`src/rtl/regfile_pkg.sv`:
```
// Shared types for the register-bank host controller: command opcodes,
// controller FSM states and the bank-size helper.
package regfile_pkg;

  typedef enum logic [1:0] {
    OP_NOP   = 2'b00,
    OP_WRITE = 2'b01,
    OP_READ  = 2'b10,
    OP_CLEAR = 2'b11
  } op_t;

  typedef enum logic [2:0] {
    ST_IDLE,
    ST_WRITE,
    ST_READ,
    ST_CLEAR,
    ST_VERIFY,
    ST_RESP
  } state_t;

  function automatic int unsigned num_regs(input int unsigned n);
    return 2 ** n;
  endfunction

endpackage

```
`src/rtl/regfile_host_ctrl.sv`:
```
// Command-driven host controller for the 2^N x W register bank.
// Optional readback check of every WRITE is enabled by REGFILE_READBACK_VERIFY_EN.
module regfile_host_ctrl
  import regfile_pkg::*;
#(
  parameter int N = 5,
  parameter int W = 8
) (
  input  logic         clk,
  input  logic         rst,
  input  logic         cmd_valid,
  output logic         cmd_ready,
  input  logic [1:0]   cmd_op,
  input  logic [N-1:0] cmd_addr_a,
  input  logic [N-1:0] cmd_addr_b,
  input  logic [W-1:0] cmd_data,
  output logic         rsp_valid,
  input  logic         rsp_ready,
  output logic [W-1:0] rsp_data_a,
  output logic [W-1:0] rsp_data_b,
  output logic         rsp_err,
  output logic         rf_we,
  output logic [N-1:0] rf_addr_rd,
  output logic [W-1:0] rf_data_in,
  output logic [N-1:0] rf_addr_rs1,
  output logic [N-1:0] rf_addr_rs2,
  input  logic [W-1:0] rf_rs1,
  input  logic [W-1:0] rf_rs2,
  output logic         busy
);

  localparam logic [N-1:0] LAST_PTR = N'(num_regs(N) - 1);

  state_t       state, state_next;
  op_t          op;
  logic         cmd_fire;
  logic [N-1:0] addr_a_q, addr_b_q, ptr_q;
  logic [W-1:0] data_q;
  logic [W-1:0] rsp_data_a_q, rsp_data_b_q;
  logic         addr_a_zero;

  assign op          = op_t'(cmd_op);
  assign cmd_ready   = (state == ST_IDLE) && !rst;
  assign cmd_fire    = cmd_valid && cmd_ready;
  assign addr_a_zero = (addr_a_q == '0);
  assign rsp_data_a  = rsp_data_a_q;
  assign rsp_data_b  = rsp_data_b_q;

  // NOTE: all state below uses non-blocking assignments so every register
  // samples pre-edge values and simulation order cannot change the result.
  always_ff @(posedge clk) begin
    if (rst) state <= ST_IDLE;
    else     state <= state_next;
  end

  always_ff @(posedge clk) begin
    if (rst) begin
      addr_a_q <= '0;
      addr_b_q <= '0;
      data_q   <= '0;
    end else if (cmd_fire) begin
      addr_a_q <= cmd_addr_a;
      addr_b_q <= cmd_addr_b;
      data_q   <= cmd_data;
    end
  end

  // Sweep pointer stops at the last register instead of wrapping to 0.
  always_ff @(posedge clk) begin
    if (rst)
      ptr_q <= '0;
    else if (cmd_fire && op == OP_CLEAR)
      ptr_q <= N'(1);
    else if (state == ST_CLEAR && ptr_q != LAST_PTR)
      ptr_q <= ptr_q + N'(1);
  end

  always_ff @(posedge clk) begin
    if (rst) begin
      rsp_data_a_q <= '0;
      rsp_data_b_q <= '0;
    end else begin
      case (state)
        ST_READ: begin
          rsp_data_a_q <= rf_rs1;
          rsp_data_b_q <= rf_rs2;
        end
`ifdef REGFILE_READBACK_VERIFY_EN
        ST_WRITE: begin
          if (addr_a_zero) begin
            rsp_data_a_q <= '0;
            rsp_data_b_q <= '0;
          end
        end
        ST_VERIFY: begin
          rsp_data_a_q <= rf_rs1;
          rsp_data_b_q <= '0;
        end
`endif
        default: ;
      endcase
    end
  end

`ifdef REGFILE_READBACK_VERIFY_EN
  logic rsp_err_q;

  // A write to register 0 can never stick, so it is reported as an error.
  always_ff @(posedge clk) begin
    if (rst)
      rsp_err_q <= 1'b0;
    else if (state == ST_READ)
      rsp_err_q <= 1'b0;
    else if (state == ST_WRITE && addr_a_zero)
      rsp_err_q <= 1'b1;
    else if (state == ST_VERIFY)
      rsp_err_q <= (rf_rs1 != data_q);
  end

  assign rsp_err = rsp_err_q;
`else
  assign rsp_err = 1'b0;
`endif

  // NOTE: next state defaults to the current state before the case so no
  // path through this block leaves it unassigned (no latch).
  always_comb begin
    state_next = state;
    case (state)
      ST_IDLE: begin
        if (cmd_fire) begin
          case (op)
            OP_WRITE: state_next = ST_WRITE;
            OP_READ:  state_next = ST_READ;
            OP_CLEAR: state_next = ST_CLEAR;
            default:  state_next = ST_IDLE;
          endcase
        end
      end
`ifdef REGFILE_READBACK_VERIFY_EN
      ST_WRITE:  state_next = addr_a_zero ? ST_RESP : ST_VERIFY;
      ST_VERIFY: state_next = ST_RESP;
`else
      ST_WRITE:  state_next = ST_IDLE;
`endif
      ST_READ:   state_next = ST_RESP;
      ST_CLEAR:  if (ptr_q == LAST_PTR) state_next = ST_IDLE;
      ST_RESP:   if (rsp_ready) state_next = ST_IDLE;
      default:   state_next = ST_IDLE;
    endcase
  end

  // Bank pins decode only from registered state and latched fields; rst
  // masks them so the edge that aborts a sweep writes nothing.
  always_comb begin
    rf_we       = 1'b0;
    rf_addr_rd  = '0;
    rf_data_in  = '0;
    rf_addr_rs1 = '0;
    rf_addr_rs2 = '0;
    rsp_valid   = 1'b0;
    busy        = 1'b0;
    if (!rst) begin
      busy = (state != ST_IDLE);
      case (state)
        ST_WRITE: begin
          rf_we      = !addr_a_zero;
          rf_addr_rd = addr_a_q;
          rf_data_in = data_q;
        end
        ST_READ: begin
          rf_addr_rs1 = addr_a_q;
          rf_addr_rs2 = addr_b_q;
        end
`ifdef REGFILE_READBACK_VERIFY_EN
        ST_VERIFY: rf_addr_rs1 = addr_a_q;
`endif
        ST_CLEAR: begin
          rf_we      = 1'b1;
          rf_addr_rd = ptr_q;
        end
        ST_RESP: rsp_valid = 1'b1;
        default: ;
      endcase
    end
  end

endmodule

```
`config.mk`:
```
export PLATFORM = sky130hd
export DESIGN_NAME = regfile_host_ctrl
export DESIGN_NICKNAME = d
export VERILOG_FILES = /design/src/rtl/regfile_pkg.sv /design/src/rtl/regfile_host_ctrl.sv
export SDC_FILE = /design/constraint.sdc
export NUM_CORES = 1
export LEC_CHECK = 0
export BUFFER_PORTS_ARGS = -buffer_cell sky130_fd_sc_hd__buf_2
export CAP_MARGIN = 20
export CORE_MARGIN = 8
export CORE_UTILIZATION = 45
export CTS_BUF_LIST = sky130_fd_sc_hd__clkbuf_2 sky130_fd_sc_hd__clkbuf_4 sky130_fd_sc_hd__clkbuf_8
export DETAILED_ROUTE_END_ITERATION = 8
export PLACE_DENSITY = 0.76
export SLEW_MARGIN = 20
export SYNTH_ARGS = -nofsm -noshare
export SYNTH_HDL_FRONTEND = slang
export SYNTH_SLANG_ARGS = --single-unit
```
`constraint.sdc`:
```
create_clock -name clk -period 2.7 [get_ports clk]
set_input_delay 0.135 -clock clk [delete_from_list [all_inputs] [get_ports clk]]
set_output_delay 0.135 -clock clk [all_outputs]
set_load 0.02 [all_outputs]
```
Yosys cells after proc, flatten, opt, wreduce, memory -nomap -nowiden
Cells that the tools add are included.
{"block": "classes", "magnitude_cmp": 0, "n_addsub": 1, "eq_ne": 12, "mul": 0, "n_div": 0, "n_reduce_logical": 12, "n_bitwise": 0, "muxes": 20, "shifts": 0}
{"cell": "two-way mux 5 bit", "n": 5}
{"cell": "two-way mux 8 bit", "n": 2}
{"cell": "case mux 3 bit (4 select lines)", "n": 1}
{"cell": "case mux 5 bit (2 select lines)", "n": 1}
{"cell": "two-way mux 3 bit", "n": 3}
{"cell": "equality test 3 x 2 -> 1 bit (second input constant)", "n": 2}
{"cell": "two-way mux 1 bit", "n": 6}
{"cell": "case mux 2 bit (3 select lines)", "n": 1}
{"cell": "adder 5 x 1 -> 5 bit (second input constant)", "n": 1}
{"cell": "equality test 5 bit (second input constant)", "n": 1}
{"cell": "zero test 5 bit", "n": 1}
{"cell": "inequality test 5 bit (second input constant)", "n": 1}
{"cell": "equality test 2 bit (second input constant)", "n": 2}
{"cell": "logical AND 1 bit", "n": 4}
{"cell": "inequality test 2 bit (second input constant)", "n": 2}
{"cell": "equality test 3 x 1 -> 1 bit (second input constant)", "n": 1}
{"cell": "equality test 3 bit (second input constant)", "n": 1}
{"cell": "zero test 3 bit", "n": 1}
{"cell": "AND reduction 3 bit", "n": 1}
{"cell": "nonzero test 3 bit", "n": 1}
{"cell": "equality test 2 x 1 -> 1 bit (second input constant)", "n": 1}
{"cell": "zero test 1 bit", "n": 2}
{"cell": "inequality test 2 x 1 -> 1 bit (second input constant)", "n": 1}
{"cell": "case mux 1 bit (2 select lines)", "n": 1}
{"cell": "other kinds (2)", "n": 2}
{"block": "word_totals", "latchBits": 0, "ramBits": 0, "mem_bits_ro": 0, "elab_cells": 53, "reg_bits": 42, "out_inout_bits": 44, "memories": 0, "input_bits": 40}

Logic depth before layout (Yosys ltp)
Gate-level depths: netlist of the first run.
{"block": "depth", "depth_word": 5, "depth_mapped": 6, "depth_no_buf": 6}

Worst setup path before layout of the first run
OpenSTA, ideal clock, no wires.
{"block": "synth_path", "kind": "register to register", "start": "register ptr_q[0]", "end": "register ptr_q[3]", "period_less_slack_ns": 1.702, "arrival_time_ns": 1.632, "n_path_buf": 0, "stages_incl_launch_ff": 7, "setup_time_ns": 0.070, "slack_ns": 0.998, "t_required_ns": 2.630, "cell_sequence": "dfxtp_1 -> ha_1 -> and3_1 -> ha_1 -> nand4bb_1 -> or3_1 -> a21oi_1"}
{"block": "synth_via", "elab_chain_len": 2, "word_cells_on_any_way": 3, "classes_between": "add/sub: 1; eq/ne: 1; reduce/logical: 1"}
{"item": "start: declaration", "line_no": "regfile_host_ctrl.sv:37", "source": "logic [N-1:0] addr_a_q, addr_b_q, ptr_q;"}
{"item": "start signal: assignment", "line_no": "regfile_host_ctrl.sv:75", "source": "ptr_q <= ptr_q + N'(1);"}
{"item": "branches (longest 2 deep; another with adder 5 x 1 -> 5 bit)"}
Parallel ways; which one is timed is not known.
A chain may end at the register's enable or synchronous reset.

Worst setup path after layout of the first run
{"block": "layout_path", "start": "register state[0]", "end": "output rf_data_in[4]"}
{"block": "layout_via", "elab_chain_len": 3}
{"item": "start: declaration", "line_no": "regfile_host_ctrl.sv:34", "source": "state_t state, state_next;"}
{"item": "start signal: assignment", "line_no": "regfile_host_ctrl.sv:53", "source": "else state <= state_next;"}
{"item": "equality test 3 x 1 -> 1 bit", "line_no": "regfile_host_ctrl.sv:165", "source": "case (state)"}
{"item": "two-way mux 8 bit", "line_no": "regfile_host_ctrl.sv:165"}
{"item": "two-way mux 8 bit", "line_no": "regfile_host_ctrl.sv:163", "source": "if (!rst) begin"}
{"item": "end: declaration", "line_no": "regfile_host_ctrl.sv:24", "source": "output logic [W-1:0] rf_data_in,"}
No other way between the ends.

==> impl_metrics.ini, run 1 <==
[synth]
number_of_warnings_reported_in_the_yosys_synthesis_log = 0
mappedNetlistArea_mm2 = 0.001968
syn_inst = 219
count_of_distinct_cell_types_in_the_synthesized_netlist = 37
number_of_storage_elements_in_the_synthesis_netlist = 42
syn-mean-instance-area_um2 = 8.987
mappedNetlistNets = 261
synth.yosys.seq_area_share_pct = 42.72

[die]
initial_core_util_pct = 45.83
die_height_um = 82.14
site_row_count = 24
floorplan.die.width_um = 82.14
floorplan.die_area_mm2 = 0.006746
coreArea_mm2 = 0.004294
pin_count = 84

[drt]
route.detailed.vias_per_inst = 4.894
route.detailed.drc = 0
drt_iter0_drc = 101
routedWlPerCell_um = 14.18
drt_pass1_iterations = 4
number_of_routed_nets_with_antenna_violations = 0
wire_length_after_detailed_routing_mm = 4.948
vias = 1708

[place]
port-buffer-count = 82
placed_cells_incl_taps = 341
post-place-ws_ps = 836.5
dp_hpwl_mm = 3.660
global_placement_routability_congestion = 0.8327

[global_route]
grt_util_all_layers_pct = 14.91
grt_max_degree = 45
first_global_vias = 1683
initial_antenna_violation_count = 0
first_pass_grt_wire_length_mm = 7.935
total_congestion_overflow_after_global_routing = 0

[final_layout]
area_taken_by_multi_input_logic_gates_mm2 = 0.001056
area.sequential_um2 = 840.8
nNetsFinal = 338
final.fill_count = 417
antenna_fix_cells = 0
layoutNonFillerInstCount = 349
final_layout_size_suffix_gt1_share_pct = 38.38
flow.area_growth_from_synthesis_pct = 26.70

[timing]
hold-worst-slack_ps = 65.24
setup_viol = 0
fin_setup_tns_ps = 0
worst-slew-pin-transition_ps = 820.2
post-route-period-util_pct = 72.96
max_slew_vio_count = 0
timing_hold_violations_final = 0
setup_repair_after_global_routing_missed_its_margin = no
max-slew-margin-rel_pct = 45.32
skew_ps = 3.237
setup_ws_ps = 730.0
timing.fmax_mhz = 507.6
finalWorstPathRequiredPeriod_ps = 1970

[hold_path]
hold_end = data_q[1]
min_path_type = in2reg
hold_depth = 2
worstHoldStart = cmd_data[1]

[clock_tree]
cts_post_setup_buffers_inserted = 0
worst_setup_hold_path_clk_slew_ps = 80
cts-hold-fix-buffers = 0
cts_tree = built
clock_tree.htree_level_count = 2
worst_skew_pair.late_latency_ps = 290
cts_buffers = 5
cts_repair_resize_count = 0
root_buffer = clkbuf_8
ctsLongestPathBuffers = 2
clock-sinks = 42

[job]
timing.max_cap.violations = 0

[worst_setup_path]
cp_slowest_stage_delay_ps = 610
crit_chain = nor2b_1, and3_1, buf_2
worst-setup-path-type = reg2out
rrSetupSlack_ps = 800
timing.rr.start = ptr_q[0]
critical_path.slowest_cell = dfxtp_1
cp_max_fo = 13
timing.critical_path.from_type = flip-flop
cp_data_required_time_ps = 2570
r2r_cells = 6
critical_path.reg2reg.endpoint = ptr_q[3]
cp.arrival_ps = 1840
critical_path.endpoint_type = primary output

[power]
power.static_leakage_nw = 1.211
power_density_mw_per_mm2 = 516.9
vdd_ir_drop_max_mv = 0.3863
design_power_total_mw = 1.289

[outcome]
status = finished clean
-- synth_stat cells, drive strengths merged --
master / count / area share, %
a21oi: 23 / 5.8
a221oi: 1 / 0.45
a31oi: 2 / 0.64
a41o: 1 / 0.51
and2: 10 / 3.2
and3: 9 / 2.9
and3b: 1 / 0.45
and4bb: 1 / 0.64
buf: 4 / 1.4
clkbuf: 10 / 1.9
conb: 1 / 0.19
dfxtp: 42 / 43
ha: 2 / 1.3
inv: 3 / 0.57
mux2: 18 / 12
mux2i: 5 / 2.5
nand2: 40 / 8.0
nand3: 1 / 0.25
nand3b: 1 / 0.38
nand4: 1 / 0.32
nand4bb: 1 / 0.57
nor2: 10 / 1.9
nor2b: 19 / 6.0
nor3: 2 / 0.51
nor3b: 2 / 0.76
nor4: 2 / 1.4
nor4b: 1 / 0.45
o21ai: 2 / 0.51
or3: 2 / 0.64
or3b: 1 / 0.45
xnor2: 1 / 0.45
-- how the worst max path moves through the flow --
stage                   from             to  slack (ps)  cells after the start
detailed placement  ptr_q[0]       ptr_q[3]         840                      6
global placement    ptr_q[0]       ptr_q[3]         930                      6
finish              state[0]  rf_data_in[4]         730                      3
CTS                 state[0]  rf_data_in[4]         730                      3
global route        state[0]      rsp_valid         520                      4
floorplan           ptr_q[0]       ptr_q[3]        1000                      6
-- per-layer routing --
layer / wire, um / part of all wire (%) / global-route usage [%] / up-vias
li1: - / - / - / 888
met1: 2217 / 45 / 18.33 / 765
met2: 2306 / 47 / 23.76 / 50
met3: 372 / 7.5 / 5.087 / 5
met4: 51 / 1.0 / 5.263 / 0
met5: 0 / 0 / 0 / -
-- area by class of cell --
cell class / instances / area share, %
Multi-Input combinational cell: 160 / 42.35
Clock buffer: 6 / 3.312
Clock inverter: 2 / 0.5018
Sequential cell: 42 / 33.72
Tap cell: 52 / 2.609
Inverter: 3 / 0.4516
Timing Repair Buffer: 84 / 17.06
-- registers in the layout, indices dropped and copies added, names as in the netlist --
name and count:
rsp_data_a 8, data_q 8, rsp_data_b 8, state 3, ptr_q 5, addr_b_q 5, addr_a_q 5
-- logic make-up after synthesis --
kind of cell	share of synthesized area (%)
DFF	42.72
AOI/OAI and AO/OA	7.947
xor gates and xnor gates	0.4451
adders and majority gates	1.271
and+or+nand+nor	28.80
other	0.1905
buffers and inverters	3.878
muxes	14.75
-- critical path, delay by kind of cell (launching register included) --
family / cells / cell delay (ps)
buffers and inverters: 1 / 160
DFF: 1 / 610
and+or+nand+nor: 2 / 770
-- where the power goes --
group	internal, mW	switching [mW]	total [mW]
Sequential	0.654	0.0222	0.676
Clock	0.205	0.212	0.418
Combinational	0.0945	0.100	0.195
Total	0.954	0.335	1.29
-- cells in the final DEF (no fill, tap or decap), types with 5 or more instances in the layout --
cell type / count
nand2_1: 39
mux2_4: 10
a21oi_1: 23
and2_1: 10
clkbuf_8: 6
dfxtp_1: 42
and3_1: 9
nor2b_1: 19
nor2_1: 10
mux2_2: 8
mux2i_1: 5
buf_2: 82
-- per-stage QoR --
stage	area [um2]	utilization [%]
floorplan	1968	-
global placement	2399	55.86
detailed placement	2399	55.86
CTS	2494	58.07
global route	2494	58.07
finish	2494	58.07
No activity file was read; power rests on OpenSTA's default activity.
==> run 2: changes to the inputs <==
==> constraint.sdc (replaced) <==
create_clock -name clk -period 1.9 [get_ports clk]
set_input_delay 0.095 -clock clk [delete_from_list [all_inputs] [get_ports clk]]
set_output_delay 0.095 -clock clk [all_outputs]
set_load 0.02 [all_outputs]
==> impl_metrics.ini, run 2 (same netlist as run 1, synthesis figures left out) <==
[hold_path]
min_path_type = in2reg
hold_depth = 2
hold_end = data_q[5]
worstHoldStart = cmd_data[5]

[global_route]
grt_max_degree = 24
grt_util_all_layers_pct = 15.24
first_pass_grt_wire_length_mm = 8.086
initial_antenna_violation_count = 0
total_congestion_overflow_after_global_routing = 0
first_global_vias = 1696

[timing]
max-slew-margin-rel_pct = 61.77
hold-worst-slack_ps = 32.74
setup_viol = 0
setup_ws_ps = 94.74
skew_ps = 5.806
setup_repair_after_global_routing_missed_its_margin = no
max_slew_vio_count = 0
timing_hold_violations_final = 0
finalWorstPathRequiredPeriod_ps = 1805
worst-slew-pin-transition_ps = 573.5
post-route-period-util_pct = 95.01
fin_setup_tns_ps = 0
timing.fmax_mhz = 553.9

[final_layout]
layout.core_utilization_pct = 60.11
final_layout_size_suffix_gt1_share_pct = 40.59
antenna_fix_cells = 0
commonest_non_fill_non_tap_cells_in_the_layout = buf_2 (82), dfxtp_1 (41), nand2_1 (39)
layout.cells.most_common = buf_2
layoutNonFillerInstCount = 355
flow.area_growth_from_synthesis_pct = 31.15
nNetsFinal = 344
post-route-cell-area_mm2 = 0.002581

[job]
timing.max_cap.violations = 0

[die]
initial_core_util_pct = 45.83
pin_count = 84
coreArea_mm2 = 0.004294
floorplan.die_area_mm2 = 0.006746
floorplan.die.width_um = 82.14
die_height_um = 82.14
site_row_count = 24

[place]
global_placement_routability_congestion = 0.9183
placed_cells_incl_taps = 347
dpl-instance-area_mm2 = 0.002444
port-buffer-count = 82
post-place-ws_ps = 8.876
dp_hpwl_mm = 3.791

[worst_setup_path]
r2r_cells = 6
rrSetupSlack_ps = 90
timing.critical_path.from_type = flip-flop
crit_path_frequent_cell = ha_1
critical_path.slowest_cell = or3_1
worst-setup-path-type = reg2reg
critical_path.endpoint_type = flip-flop
crit_chain = ha_1, and3_1, ha_1, nand4bb_4, or3_1, a21oi_1
cp_data_required_time_ps = 2120
cp_max_fo = 6
timing.rr.start = ptr_q[0]
cp.arrival_ps = 2020
cp_slowest_stage_delay_ps = 360
critical_path.reg2reg.endpoint = ptr_q[3]

[clock_tree]
clock_tree.htree_level_count = 2
worst_skew_pair.late_latency_ps = 290
cts_buffers = 5
root_buffer = clkbuf_8
ctsLongestPathBuffers = 2
cts_post_setup_buffers_inserted = 0
cts_tree = built
worst_setup_hold_path_clk_slew_ps = 80
clock-sinks = 42
cts-hold-fix-buffers = 0

[power]
design_power_total_mw = 1.950
power.static_leakage_nw = 1.251
vdd_ir_drop_max_mv = 0.4608
power_density_mw_per_mm2 = 755.4

[drt]
route.detailed.vias_per_inst = 4.904
wire_length_after_detailed_routing_mm = 5.022
drt_iter0_drc = 96
vias = 1741
routedWlPerCell_um = 14.15
number_of_routed_nets_with_antenna_violations = 0
route.detailed.drc = 0
drt_pass1_iterations = 5

[outcome]
status = finished clean
==> run 2: report_power, final <==
group | switching [mW] | internal [mW]
combinational | 0.146 | 0.144
clock | 0.291 | 0.406
sequential | 0.0319 | 0.930
total | 0.469 | 1.48
==> run 2: final cells by class <==
| class | count | area [um2] |
|---|---|---|
| multi-input combinational | 160 | 1079 |
| inverter | 3 | 11.26 |
| fill | 405 | 1713 |
| sequential | 42 | 842.1 |
| clock buffer | 6 | 76.32 |
| tap | 52 | 65.06 |
| timing repair buffer | 90 | 470.5 |
| clock inverter | 2 | 37.54 |
==> run 2: worst max-delay path, delay by kind of cell (launching register included) <==
family	cells	cell delay (ps)
AOI/OAI and AO/OA	1	160
adders and majority gates	2	440
DFF	1	350
and+or+nand+nor	3	790
==> run 2: metal layers <==
layer	track usage [%]	share of wire [%]
met5	0	0
met4	6.491	1.3
met3	4.978	6.8
met2	24.23	48
met1	18.50	44
==> run 2: worst max path at each step <==
stage,endpoint,cells past startpoint,startpoint
after floorplan,ptr_q[3],6,ptr_q[0]
after global placement,ptr_q[3],6,ptr_q[0]
after detailed placement,ptr_q[3],6,ptr_q[0]
after CTS,rf_addr_rs1[0],3,state[1]
after global routing,ptr_q[3],6,ptr_q[0]
final,ptr_q[3],6,ptr_q[0]
==> run 2: what timing repair did <==
action	4_1_cts	5_1_grt
setup endpoints to repair	1	15
pin swaps	0	1
resized for setup	1	2
